File: src/rtl/serial_adder_ctrl.sv
// Bit-serial NBITS-wide adder: one gate-level full adder walked across the
// operands LSB first, with val/rdy handshakes on both sides.

// Single-bit gate-level full adder.
module FullAdder_GL (
  input  logic in0,
  input  logic in1,
  input  logic cin,
  output logic sum,
  output logic cout
);
  assign sum  = in0 ^ in1 ^ cin;
  assign cout = (in0 & in1) | (cin & (in0 ^ in1));
endmodule

module serial_adder_ctrl #(
  parameter int NBITS = 8
) (
  input  logic             clk,
  input  logic             reset,
  input  logic             in_val,
  output logic             in_rdy,
  input  logic [NBITS-1:0] in_a,
  input  logic [NBITS-1:0] in_b,
  input  logic             in_cin,
  output logic             out_val,
  input  logic             out_rdy,
  output logic [NBITS-1:0] out_sum,
  output logic             out_cout,
  output logic             busy
);
  localparam int CW = (NBITS > 1) ? $clog2(NBITS) : 1;

  typedef enum logic [1:0] {IDLE = 2'd0, CALC = 2'd1, DONE = 2'd2} state_t;

  state_t           state, state_nxt;
  logic [NBITS-1:0] a_sr, b_sr, sum_sr;
  logic             carry;
  logic [CW-1:0]    cnt;
  logic             fa_sum, fa_cout;
  logic             accept, last;

  FullAdder_GL fa (
    .in0  (a_sr[0]),
    .in1  (b_sr[0]),
    .cin  (carry),
    .sum  (fa_sum),
    .cout (fa_cout)
  );

  assign last     = (cnt == CW'(NBITS - 1));
  assign out_sum  = sum_sr;
  assign out_cout = carry;

  // State register.
  always_ff @(posedge clk or negedge reset) begin
    if (!reset) state <= IDLE;
    else        state <= state_nxt;
  end

  // Next-state and handshake outputs; the unused encoding falls back to IDLE.
  always_comb begin
    state_nxt = state;
    in_rdy    = 1'b0;
    out_val   = 1'b0;
    busy      = 1'b0;
    accept    = 1'b0;
    case (state)
      IDLE: begin
        in_rdy = 1'b1;
        if (in_val) begin
          accept    = 1'b1;
          state_nxt = CALC;
        end
      end
      CALC: begin
        busy = 1'b1;
        if (last) state_nxt = DONE;
      end
      DONE: begin
        busy    = 1'b1;
        out_val = 1'b1;
        if (out_rdy) state_nxt = IDLE;
      end
      default: state_nxt = IDLE;
    endcase
  end

  // Operand/result shifters: load on accept, one bit per CALC cycle.
  // Sum bits enter at the MSB so the LSB lands at bit 0 after NBITS shifts.
  always_ff @(posedge clk or negedge reset) begin
    if (!reset) begin
      a_sr   <= '0;
      b_sr   <= '0;
      sum_sr <= '0;
      carry  <= 1'b0;
      cnt    <= '0;
    end else if (accept) begin
      a_sr   <= in_a;
      b_sr   <= in_b;
      sum_sr <= '0;
      carry  <= in_cin;
      cnt    <= '0;
    end else if (state == CALC) begin
      a_sr   <= a_sr >> 1;
      b_sr   <= b_sr >> 1;
      sum_sr <= NBITS'({fa_sum, sum_sr} >> 1);
      carry  <= fa_cout;
      cnt    <= cnt + CW'(1);
    end
  end
endmodule
File: config.mk
export PLATFORM = sky130hd
export DESIGN_NAME = serial_adder_ctrl
export DESIGN_NICKNAME = d
export VERILOG_FILES = /design/src/rtl/serial_adder_ctrl.sv
export SDC_FILE = /design/constraint.sdc
export NUM_CORES = 1
export LEC_CHECK = 0
export BUFFER_PORTS_ARGS = -buffer_cell sky130_fd_sc_hd__buf_2
export CORE_AREA = 2 2 61 63
export DETAILED_ROUTE_END_ITERATION = 8
export DIE_AREA = 0 0 63 65
export PLACE_DENSITY = 0.63
export SYNTH_ARGS = -nofsm -noshare
export SYNTH_HDL_FRONTEND = slang
export SYNTH_SLANG_ARGS = --single-unit
File: constraint.sdc
create_clock -name clk -period 3.2 [get_ports clk]
set_clock_uncertainty 0.15 [all_clocks]
set_input_delay 0.16 -clock clk [delete_from_list [all_inputs] [get_ports clk]]
set_output_delay 0.16 -clock clk [all_outputs]
set_load 0.005 [all_outputs]
=== Word-level counts from Yosys, hierarchy flattened ===
Index checks and enable logic that the tools add are counted.

* Input bits: 21
* Word-level logic and storage cells: 41
* Register bits: 30
* Output and inout bits: 12

* Add/subtract/negate cells: 1
* Muxes and demuxes: 19
* Bitwise gates (word level): 5
* Equal/unequal tests: 6
* Reduce and logical (&&, ||, !) cells: 4

{| class="wikitable"
|+ Operator list
! cell !! count
|-
| 2-to-1 mux 8 bit || 6
|-
| 2-to-1 mux 1 bit || 7
|-
| 2-to-1 mux 2 bit || 3
|-
| 2-to-1 mux 3 bit || 2
|-
| inequality test 2 bit (second input constant) || 3
|-
| case mux 2 bit (3 select lines) || 1
|-
| adder 3 x 1 -> 3 bit (second input constant) || 1
|-
| == test 3 bit (second input constant) || 1
|-
| AND reduction 3 bit || 1
|-
| AND 1 bit || 2
|-
| == test 2 x 1 -> 1 bit (second input constant) || 1
|-
| == test 2 bit (second input constant) || 1
|-
| logical NOT 2 bit || 1
|-
| nonzero test 2 bit || 1
|-
| OR reduction 2 bit || 1
|-
| bitwise XOR 1 bit || 2
|-
| OR 1 bit || 1
|}

=== Longest topological paths before layout ===
* Depth in word-level cells: 5
* Gate-level depth with buffers: 7
* Gate-level depth less buffers: 5

=== Cells and area by module ===
Synthesis repeated with hierarchy kept, for this count alone.

* Cell total of the unflattened synthesis: 126
* Area, all modules: 1398.8 um^2

{| class="wikitable"
|+ Modules (own cells, without submodules)
! module !! seq. area each (um^2) !! times used !! area each (um^2) !! cells each
|-
| serial_adder_ctrl || 750.7 || 1 || 1378.8 || 125
|-
| FullAdder_GL || 0.0 || 1 || 20.0 || 1
|}

=== Worst setup path after synthesis ===
Ideal clock, no wire load.

* Kind: register -> register
* From: register cnt[0]
* To: register state[1]
* Clock period less this slack: 1.663 ns
* Stages on the path, launching flop included: 6
* Path slack: 1.537 ns
* Required time: 2.925 ns
* Library setup time: 0.125 ns
* Buffers on the path: 0
* Data arrival time: 1.389 ns
* Path through: dfrtp_1 > ha_1 > ha_1 > inv_1 > a222oi_1 > mux2_2

* Word-level cells in the longest chain between the ends: 3

{| class="wikitable"
|+ Ends and longest elaborated chain
! what !! line !! text
|-
| from (decl) || 39 || <nowiki>logic [CW-1:0] cnt;</nowiki>
|-
| from (signal assigned) || 109 || <nowiki>cnt <= cnt + CW'(1);</nowiki>
|-
| == test 3 bit || 51 || <nowiki>assign last = (cnt == CW'(NBITS - 1));</nowiki>
|-
| inequality test 2 bit (no line) || -- ||
|-
| AND reduction 3 bit (no line) || -- ||
|-
| to (signal assigned) || 58 || <nowiki>else state <= state_nxt;</nowiki>
|-
| to (decl) || 36 || <nowiki>state_t state, state_nxt;</nowiki>
|}

No other way between the ends.
A chain may end at the register's enable or synchronous reset.

=== Final worst setup path ===
* From: register state[1]
* To: register b_sr[2]

* Word-level cells in the longest chain between the ends: 3
* Elaborated cells between the ends (all ways): 5
* Classes of those cells: 1 x eq/ne; 2 x mux; 2 x reduce/logical

{| class="wikitable"
|+ Ends and longest elaborated chain
! what !! line !! text
|-
| logical NOT 2 bit || 68 || <nowiki>case (state)</nowiki>
|-
| 2-to-1 mux 1 bit || 68 ||
|-
| 2-to-1 mux 8 bit or nonzero test 2 bit (tied branches) || -- ||
|-
| to (signal assigned) || 100 || <nowiki>b_sr <= in_b;</nowiki>
|-
| to (signal assigned) || 106 || <nowiki>b_sr <= b_sr >> 1;</nowiki>
|-
| to (decl) || 37 || <nowiki>logic [NBITS-1:0] a_sr, b_sr, sum_sr;</nowiki>
|}

Parallel ways exist; a longest one is shown, timed or not.

==> metrics.log <==
INFO  metric outcome = completed
INFO  metric clock_sink_count = 30
INFO  metric floorplan.core_area = 0.003496 mm^2
INFO  metric timing_hold_violations_final = 0
INFO  metric synthesis.instances = 126
INFO  metric boundary_pins = 33
INFO  metric setup.worst_path.end_class = flop
INFO  metric place.detailed.hpwl = 1681 um
INFO  metric post_route_fraction_of_the_period_consumed_by_the_critical_path = 61.92%
INFO  metric dr_total_vias = 1033
INFO  metric die_area = 0.004095 mm^2
INFO  metric grt_antenna_before_repair = 0
INFO  metric io_buffer_count = 32
INFO  metric power.internal = 0.9741 mW
INFO  metric std_cell_rows = 22
INFO  metric antenna-diode-count = 0
INFO  metric timing_worst_slew_pin_value = 642.0 ps
INFO  metric critical_path_arrival = 2080 ps
INFO  metric power.leakage = 0.9042 nW
INFO  metric synth_nets = 153
INFO  metric cell_class_contributing_the_biggest_share_of_worst_path_delay = simple AND/OR/NAND/NOR gates
INFO  metric hold_path_class = primary input to flop
INFO  metric critical_path.max_stage_delay = 520 ps
INFO  metric drt_first_iter_violations = 51
INFO  metric area.growth.synth_to_final = 30.86%
INFO  metric worst-endpoint-required = 3300 ps
INFO  metric yosysSeqAreaShare = 53.67%
INFO  metric slew_viol_final = 0
INFO  metric cts_root_buf = clkbuf_4
INFO  metric placed_cells = 200
INFO  metric p_switching = 0.5574 mW
INFO  metric synth_ff_type = dfrtp_1
INFO  metric pwr_density_cell = 836.7 mW/mm^2
INFO  metric critical_path_class = flop to flop
INFO  metric critical_path.cell_chain = inv_1 > ha_1 > and2_1 > buf_4 > nand2_1 > o21ai_1
INFO  metric path_max_fanout = 27
INFO  metric first_pass_iters = 4
INFO  metric antenna_nets_post_route = 0
INFO  metric main_area_contributors_after_synthesis = dfrtp_1, mux2i_1, o21ai_1, nand2_1, ha_1
INFO  metric synthTopCellsByCount = dfrtp_1, mux2i_1, nand2_1
INFO  metric yosysTopAreaCellShare = 53.67%
INFO  metric syn-mean-instance-area = 11.10 um^2
INFO  metric detail_route.wl_per_cell = 11.52 um
INFO  metric grt_setup_unrepaired = no
INFO  metric track_usage = 14.60%
INFO  metric max_clock_freq = 504.7 MHz
INFO  metric comb_power_share = 43.0%
INFO  metric globalplace.congestion = 0.6875
INFO  metric setup_viol = 0
INFO  metric async_flop_share = 100.0%
INFO  metric insertion_delay = 320 ps
INFO  metric grt_first_pass_wirelength = 4581 um
INFO  metric share_clk_of_total_power = 14.9%
INFO  metric power.share.sequential = 42.1%
INFO  metric max_cap_violations = 0
INFO  metric fin_setup_tns = 0 ps
INFO  metric cp.buffers_inverters = 2
INFO  metric vias_per_cell = 4.571
INFO  metric critPathSlowestCell = and2_1
INFO  metric floorplan.initialDensity = 40.01%
INFO  metric post-synth-top-area-cell = dfrtp_1
INFO  metric drt_wl_total = 2603 um
INFO  metric timing.hold.ws = 170.3 ps
INFO  metric grt_max_degree = 31
INFO  metric netSwitchingFraction = 36.40%
INFO  metric worst_slew_margin_rel = 57.20%
INFO  metric grt_pass1_vias = 1067
INFO  metric synth.ff_latch_count = 30
INFO  metric fin_cells = 226
INFO  metric floorplan.die.width = 63 um
INFO  metric synthDistinctLibCells = 17
INFO  metric nets = 204
INFO  metric netlist_area = 0.001399 mm^2
INFO  metric clk_pin_slew_worst_paths = 90 ps
INFO  metric final_core_util = 52.36%
INFO  metric cts_buffers = 5
INFO  metric yosys.cell_count.top_type = dfrtp_1
INFO  metric drc = 0
INFO  metric final_min_period = 1982 ps
INFO  metric timing.critical_path.from_type = flop
INFO  metric die-height = 65 um
INFO  metric post_cts_resized = 0
INFO  metric clock_tree_from_tritoncts = done
INFO  metric ir_worst_vdd = 0.3894 mV
INFO  metric post_route_cells_drive_above_1_share = 24.16%
INFO  metric clockBufferDepth = 2
INFO  metric htree_num_levels = 2
INFO  metric synth_enable_flop_cells = 0
INFO  metric grt-ovfl-total = 0
INFO  metric number_of_warning_messages_in_the_yosys_log = 0
-- state kept, by name, indices dropped and copies added, names as in the netlist --
name and cells:
a_sr 8, b_sr 8, cnt 3, out_cout 1
out_sum 8, state 2
-- final cells by class --
type                    instances  area, um^2
fillers                       342        1665
flip-flops and latches         30       750.7
multi-input cells              83       585.6
repair buffers                 52       355.3
well taps                      48       60.06
clock buffers                   7       55.05
inverters                       5       18.77
clock inverters                 1       5.005
-- logic make-up (layout without fill, tap and decap cells) --
kind of cell               after synthesis  count (layout)  share of synthesized area [%]
buffers and inverters                   13              65                          4.651
adders and majority gates                6               6                          5.903
DFF                                     30              30                          53.67
and+or+nand+nor                         31              31                          8.855
xor gates and xnor gates                 1               1                         0.6262
muxes                                   27              27                          19.50
AOI/OAI and AO/OA                       18              18                          6.798
-- power groups by stage --
stage / clock network [mW] / registers (mW) / logic, mW
after floorplan: 0 / 0.631 / 0.510
after global placement: 0 / 0.645 / 0.623
after detailed placement: 0 / 0.653 / 0.652
after CTS: 0.238 / 0.647 / 0.673
after global routing: 0.257 / 0.666 / 0.748
final: 0.229 / 0.644 / 0.658
-- metrics by stage --
stage / worst slack, ps / total power [mW] / cell area [um^2]
3_5_place_dp: 1225 / 1.304 / 1590
6_report: 1218 / 1.532 / 1831
3_3_place_gp: 1321 / 1.267 / 1590
4_1_cts: 1196 / 1.558 / 1831
5_1_grt: 991.0 / 1.671 / 1831
2_1_floorplan: 1537 / 1.141 / 1399
-- tightest hold or removal path: cells and delay by family --
kind / cells / cell delay, ps
multiplexers: 1 / 210
buffers and inverters: 2 / 140
AO/OA/AOI/OAI: 1 / 90
-- cell usage in the layout, fill, tap and decap left out --
| master | synthesis | final |
|---|---|---|
| ha_2 | 0 | 1 |
| clkbuf_8 | 0 | 1 |
| clkbuf_1 | 0 | 1 |
| buf_2 | 7 | 32 |
| fa_1 | 1 | 1 |
| buf_4 | 0 | 2 |
| a222oi_1 | 1 | 1 |
| mux2_2 | 1 | 1 |
| mux2_1 | 1 | 1 |
| nand2_1 | 17 | 17 |
| dfrtp_1 | 30 | 30 |
| o21ai_1 | 14 | 14 |
| clkinv_2 | 0 | 1 |
| o21ai_0 | 3 | 3 |
| and2_1 | 1 | 1 |
| clkbuf_4 | 0 | 5 |
| nor2_1 | 11 | 11 |
| inv_1 | 5 | 5 |
| dlygate4sd3_1 | 0 | 18 |
| ha_1 | 5 | 4 |
| xnor2_1 | 1 | 1 |
| nand2b_1 | 2 | 2 |
| mux2i_1 | 25 | 25 |
-- path summary, 6_finish.rpt --
kind / cells past startpoint / end / slack, ps / startpoint
worst max-delay path: 6 / b_sr[2] / 1220 / state[1]
worst min-delay path: 4 / state[0] / 170 / in_val
worst max register to register: 6 / b_sr[2] / 1220 / state[1]
worst min register to register: 2 / out_sum[0] / 380 / out_sum[0]
max in group asynchronous: 2 / a_sr[6] / 2240 / reset
min in group asynchronous: 2 / out_sum[4] / 250 / reset
-- per-layer routing --
layer	vias to the layer above	wire length (um)	part of all wire [%]	GRT usage (%)
li1	523	-	-	-
met5	-	0	0	0
met3	6	122	4.7	5.382
met4	0	41	1.6	5.000
met2	25	1290	50	24.73
met1	479	1148	44	17.08
-- what timing repair did --
action | 4_1_cts | 5_1_grt
hold buffers | 18 | 0
setup buffers | 0 | 0
hold endpoints to repair | 47 | 0
(Power assumes the default switching activity.)
